[config.mk]
export PLATFORM = sky130hd
export DESIGN_NAME = uart_tx_fifo
export DESIGN_NICKNAME = d
export VERILOG_FILES = /design/src/rtl/uart_tx_fifo.sv
export SDC_FILE = /design/constraint.sdc
export NUM_CORES = 1
export LEC_CHECK = 0
export ABC_AREA = 1
export BUFFER_PORTS_ARGS = -buffer_cell sky130_fd_sc_hd__buf_4
export CAP_MARGIN = 0
export CORE_UTILIZATION = 30
export DETAILED_ROUTE_END_ITERATION = 16
export SLEW_MARGIN = 15
export SYNTH_ARGS = -nofsm -noshare
export SYNTH_HDL_FRONTEND = slang
export SYNTH_SLANG_ARGS = --single-unit
[constraint.sdc]
create_clock -name CLK -period 2 [get_ports CLK]
set_input_delay 0.4 -clock CLK [delete_from_list [all_inputs] [get_ports CLK]]
set_output_delay 0.4 -clock CLK [all_outputs]
set_load 0.01 [all_outputs]
[src/rtl/uart_tx_fifo.sv]
// uart_tx_fifo
// Transmit FIFO feeding the UART transmitter. Buffers characters written by
// the register interface, presents the head character with a show-ahead
// valid/taken handshake, and derives the TX status flags and the
// level-triggered TX interrupt request. Single clock domain (UARTCLK).

module uart_tx_fifo #(
    parameter int unsigned DEPTH  = 16,
    parameter int unsigned DATA_W = 8
) (
    input  logic                     CLK,
    input  logic                     RSTn,
    input  logic                     fifo_en,
    input  logic                     flush,
    input  logic                     wr_en,
    input  logic [DATA_W-1:0]        wr_data,
    input  logic [2:0]               tx_ifls,
    input  logic                     tx_fifo_busy,
    output logic [DATA_W-1:0]        fifo_data,
    output logic                     fifo_data_valid,
    input  logic                     fifo_data_taken,
    output logic                     full,
    output logic                     empty,
    output logic                     uart_busy,
    output logic                     wr_drop,
    output logic                     txint_req,
    output logic [$clog2(DEPTH):0]   count
);

    localparam int unsigned AW = $clog2(DEPTH);
    localparam int unsigned CW = AW + 1;

    localparam logic [CW-1:0] CAP_FIFO = CW'(DEPTH);
    localparam logic [CW-1:0] CAP_HOLD = CW'(1);

    localparam logic [CW-1:0] THR_1_8 = CW'(DEPTH / 8);
    localparam logic [CW-1:0] THR_1_4 = CW'(DEPTH / 4);
    localparam logic [CW-1:0] THR_1_2 = CW'(DEPTH / 2);
    localparam logic [CW-1:0] THR_3_4 = CW'((3 * DEPTH) / 4);
    localparam logic [CW-1:0] THR_7_8 = CW'((7 * DEPTH) / 8);

    // UARTIFLS TXIFLSEL encodings; remaining codes fall back to half full
    typedef enum logic [2:0] {
        IFLS_1_8 = 3'b000,
        IFLS_1_4 = 3'b001,
        IFLS_1_2 = 3'b010,
        IFLS_3_4 = 3'b011,
        IFLS_7_8 = 3'b100
    } ifls_e;

    logic [DATA_W-1:0] mem [DEPTH];
    logic [AW-1:0]     wr_ptr;
    logic [AW-1:0]     rd_ptr;
    logic              fen_q;
    logic              wr_drop_q;

    logic [CW-1:0]     cap;
    logic [CW-1:0]     thr;
    logic              flush_all;
    logic              wr_ok;
    logic              take_ok;
    logic              drop_now;

    // Effective capacity, flags and accept/flush qualification from the
    // pre-edge count; flush (explicit or mode change) overrides everything
    always_comb begin
        cap       = fifo_en ? CAP_FIFO : CAP_HOLD;
        full      = (count == cap);
        empty     = (count == '0);
        flush_all = flush | (fifo_en ^ fen_q);
        wr_ok     = wr_en & ~full & ~flush_all;
        take_ok   = fifo_data_taken & ~empty & ~flush_all;
        drop_now  = wr_en & full & ~flush_all;
    end

    // Interrupt threshold decode
    always_comb begin
        thr = THR_1_2;
        case (ifls_e'(tx_ifls))
            IFLS_1_8: thr = THR_1_8;
            IFLS_1_4: thr = THR_1_4;
            IFLS_1_2: thr = THR_1_2;
            IFLS_3_4: thr = THR_3_4;
            IFLS_7_8: thr = THR_7_8;
            default:  thr = THR_1_2;
        endcase
    end

    // Head presentation, busy and interrupt request
    always_comb begin
        fifo_data_valid = ~empty;
        fifo_data       = fifo_data_valid ? mem[rd_ptr] : '0;
        uart_busy       = ~empty | tx_fifo_busy;
        txint_req       = fifo_en ? (count <= thr) : empty;
        wr_drop         = wr_drop_q;
    end

    // Pointer, occupancy and mode-tracking state
    always_ff @(posedge CLK or negedge RSTn) begin
        if (!RSTn) begin
            wr_ptr    <= '0;
            rd_ptr    <= '0;
            count     <= '0;
            fen_q     <= 1'b0;
            wr_drop_q <= 1'b0;
        end else begin
            fen_q     <= fifo_en;
            wr_drop_q <= drop_now;
            if (flush_all) begin
                wr_ptr <= '0;
                rd_ptr <= '0;
                count  <= '0;
            end else begin
                if (wr_ok) begin
                    wr_ptr <= wr_ptr + AW'(1);
                end
                if (take_ok) begin
                    rd_ptr <= rd_ptr + AW'(1);
                end
                case ({wr_ok, take_ok})
                    2'b10:   count <= count + CW'(1);
                    2'b01:   count <= count - CW'(1);
                    default: count <= count;
                endcase
            end
        end
    end

    // Character storage; contents are don't-care after reset
    always_ff @(posedge CLK) begin
        if (wr_ok) begin
            mem[wr_ptr] <= wr_data;
        end
    end

endmodule

==> out/summary.txt <==
STA
----------------------------------------------------------------------------------------
Maximum clock frequency ...................................................    418.0 MHz
Worst relative slew slack .................................................       0.5010
Pins Over Slew Limit ......................................................            0
RSZ-0062 raised after global routing ......................................          yes
Tightest Pin Transition ...................................................    0.7485 ns
Count of endpoints failing hold in the final timing report ................            0
Setup slack after layout ..................................................   -0.3925 ns
Minimum clock period after layout .........................................     2.393 ns
Post-Route Skew ...........................................................  0.009967 ns
Worst hold-check slack ....................................................    0.1342 ns
Final number of setup-violating endpoints .................................           12
Period utilisation layout .................................................        1.196

ROUTING
----------------------------------------------------------------------------------------
Number of vias per cell after detailed routing ............................        4.916
Average wire length per cell after detail routing .........................     16.99 um
First DRT Iteration DRCs ..................................................          296
Aggregate routed wire length ..............................................     15.51 mm
Residual DRC count ........................................................            0
Antenna violation net count after detailed routing ........................            0
Count of vias placed by the detailed router ...............................        4,488
Number of search-and-repair iterations in the first detailed-routing pass .            5

YOSYS
----------------------------------------------------------------------------------------
Nets in the synthesized netlist ...........................................          564
Post-synth design cell area ............................................... 0.006186 mm2
Share of synthesized area occupied by flip-flops and latches ..............       0.6820
Top cells by area in the synthesized netlist .............................. edfxtp_1 62%, dfrtp_1 6.1%, o21ai_0 6.1%
Flops & latches, synth ....................................................          143
Number of synthesized flops with an enable pin ............................          128
Predominant post-synthesis flop cell ......................................     edfxtp_1
Avg Inst Size Synth .......................................................    11.52 um2
Synth area leader .........................................................     edfxtp_1
Count of different cell masters after synthesis ...........................           31
Post-Syn Instances ........................................................          537
Async set or reset register ratio after synthesis .........................       0.1049
Top cell type's share of synthesized area .................................       0.6214
Synth warnings ............................................................            0

SETUP PATH
----------------------------------------------------------------------------------------
Signal arrival time at the worst endpoint .................................      1.99 ns
Cell chain of the critical path ........................................... clkinv_4 -> buf_12 -> buf_12 -> o21ai_1 -> o22ai_1 -> a21oi_1 -> a21oi_2 -> buf_4
Nature of the critical path startpoint ....................................     register
Setup slack of the worst register-to-register path ........................      0.08 ns
Setup Crit Path Kind ......................................................      reg2out
Endpoint kind of the worst setup timing path .............................. primary output
Cell seen most often among critical-path stages ...........................       buf_12
Worst endpoint required time ..............................................      1.60 ns
Slowest CP cell ...........................................................      dfrtp_2
Peak fanout along the critical path .......................................           10
Slowest stage delay, CP ...................................................      0.43 ns

LAYOUT
----------------------------------------------------------------------------------------
Proportion of layout cells with a drive suffix above 1 ....................       0.3064
Antenna diode count .......................................................            0
Layout overhead on the synthesized area ...................................       32.34%
Leading cell types in the layout, fill and taps excluded .................. 128 x edfxtp_1, 82 x nor2_1, 70 x buf_4
Final design utilization ..................................................       0.4046
Net count of the finished layout ..........................................          658
Most common cell after layout, fill and taps aside ........................     edfxtp_1

PLACED DESIGN
----------------------------------------------------------------------------------------
Port Buffer Count .........................................................           36
Final GP Congestion .......................................................       0.8223
Pre-CTS WS ................................................................  -0.04756 ns
HPWL reported at the end of detailed placement ............................     9.835 mm

GLOBAL ROUTING
----------------------------------------------------------------------------------------
GRT Resource Usage Total ..................................................       0.1465
Number of global-route vias before repair .................................        4,420
Overflow after GRT ........................................................            0
Antenna violations before repair ..........................................            0
Pin count of the biggest net entering global routing ......................           29
First-pass GRT wire length ................................................     23.78 mm

CTS
----------------------------------------------------------------------------------------
Register clock-pin slew on the reported worst setup and hold paths ........      0.06 ns
Number of sinks handled by clock tree synthesis ...........................          143
CTS Root Cell .............................................................    clkbuf_16
Maximum buffer depth of the clock tree ....................................            2
Clock insertion delay at the later pin of the skew report .................      0.42 ns
TritonCTS clock tree ......................................................        built
Number of clock buffers inserted by TritonCTS .............................           17
# H-tree levels ...........................................................            4

POWER AND IR DROP
----------------------------------------------------------------------------------------
Sw Pwr ....................................................................     1.697 mW
Clock Power Share .........................................................        0.403
Power Internal ............................................................     5.392 mW
Leakage power .............................................................     3.075 nW
Power per Cell Area ....................................................... 865.9 mW/mm2
Flop pwr share ............................................................        0.466
Part of the total power dissipated in combinational logic .................        0.131
Share of total power consumed by net switching ............................       0.2394
Max VDD drop ..............................................................  0.0005562 V

WORST HOLD PATH
----------------------------------------------------------------------------------------
Kind of path behind the tightest hold check ...............................       in2reg

FLOORPLAN
----------------------------------------------------------------------------------------
Initial Util ..............................................................       0.3057
Die width .................................................................     145.6 um
Core box area .............................................................  0.02023 mm2
Chip height ...............................................................     145.6 um
Placement row count .......................................................           52
Full die area .............................................................  0.02120 mm2
Boundary pin count ........................................................           37

STATUS
----------------------------------------------------------------------------------------
Result of the run ......................................................... finished with violations
Violated checks ........................................................... negative setup slack

JOB
----------------------------------------------------------------------------------------
Reported max-cap violation count ..........................................            0

-- Yosys cell counts, drive strengths merged (2+ instances only) --
library cell and number:
nor2 93, clkbuf 18, o21ai 81, nand2 82, buf 8, ha 9
a21oi 20, edfxtp 128, or2 2, nand3 20, dfrtp 15, o22ai 33
inv 23
-- area by class of cell --
class	instances	area (um2)
repair buffers	101	1036
fillers	1900	12050
multi-input cells	344	1956
clock inverters	11	93.84
clock buffers	20	436.7
inverters	24	102.6
flip-flops and latches	143	4224
well taps	270	337.8
-- per-layer routing --
layer | up-vias | routed length (um) | GRT usage
met2 | 124 | 7589 | 0.2447
met5 | - | 0 | 0
li1 | 2106 | - | -
met4 | 0 | 165 | 0.04263
met3 | 16 | 900 | 0.03762
met1 | 2242 | 6856 | 0.1875
-- power by group through the flow --
stage	Sequential [mW]	Clock (mW)	Combinational, mW
2_1_floorplan	3.36	0	0.357
3_3_place_gp	3.36	0	0.676
3_5_place_dp	3.36	0	0.683
4_1_cts	3.30	2.89	0.773
5_1_grt	3.31	3.02	0.998
6_report	3.31	2.86	0.928
-- critical path, delay by kind of cell, from the launching register on --
kind	cells	cell delay, ns
buf+inv	4	0.59
flops	1	0.43
compound gates	4	0.56
-- through the flow --
step,instances,power (mW),setup TNS (ns),cell area [um2]
after floorplan,537,3.718,0,6186
after global placement,858,4.035,-0.07112,7061
after detailed placement,858,4.044,-0.08962,7061
after CTS,900,6.961,-3.107,7893
after global routing,913,7.325,-4.390,8187
final,913,7.089,-3.191,8187
-- timing repair --
item	CTS	global route
pin swaps	19	24
hold endpoints to repair	15	0
hold buffers	1	0
endpoints found under the setup margin	12	100
gates cloned	3	2
resized for setup	51	51
setup buffers	8	12
-- state kept, by name, indices dropped and copies added, names as in the netlist --
signal / flops
wr_ptr: 4
rd_ptr: 4
mem: 128
wr_drop: 1
fen_q: 1
count: 5
-- worst paths after layout --
path,cells after the start,end,from
max,8,fifo_data[2],rd_ptr[0]
min,1,fen_q,fifo_en
max reg2reg,16,count[4],count[2]
min reg2reg,2,count[4],count[4]
max in group asynchronous,2,count[4],RSTn
min in group asynchronous,2,fen_q,RSTn
-- logic make-up after synthesis --
kind of cell               Yosys count  share of synthesized area
xor gates and xnor gates             1                   0.001416
adders and majority gates            9                    0.01820
buffers and inverters               50                    0.03155
DFF                                143                     0.6820
AOI/OAI and AO/OA                  135                     0.1203
and+or+nand+nor                    199                     0.1464
Power figures use the tool's default switching activity.
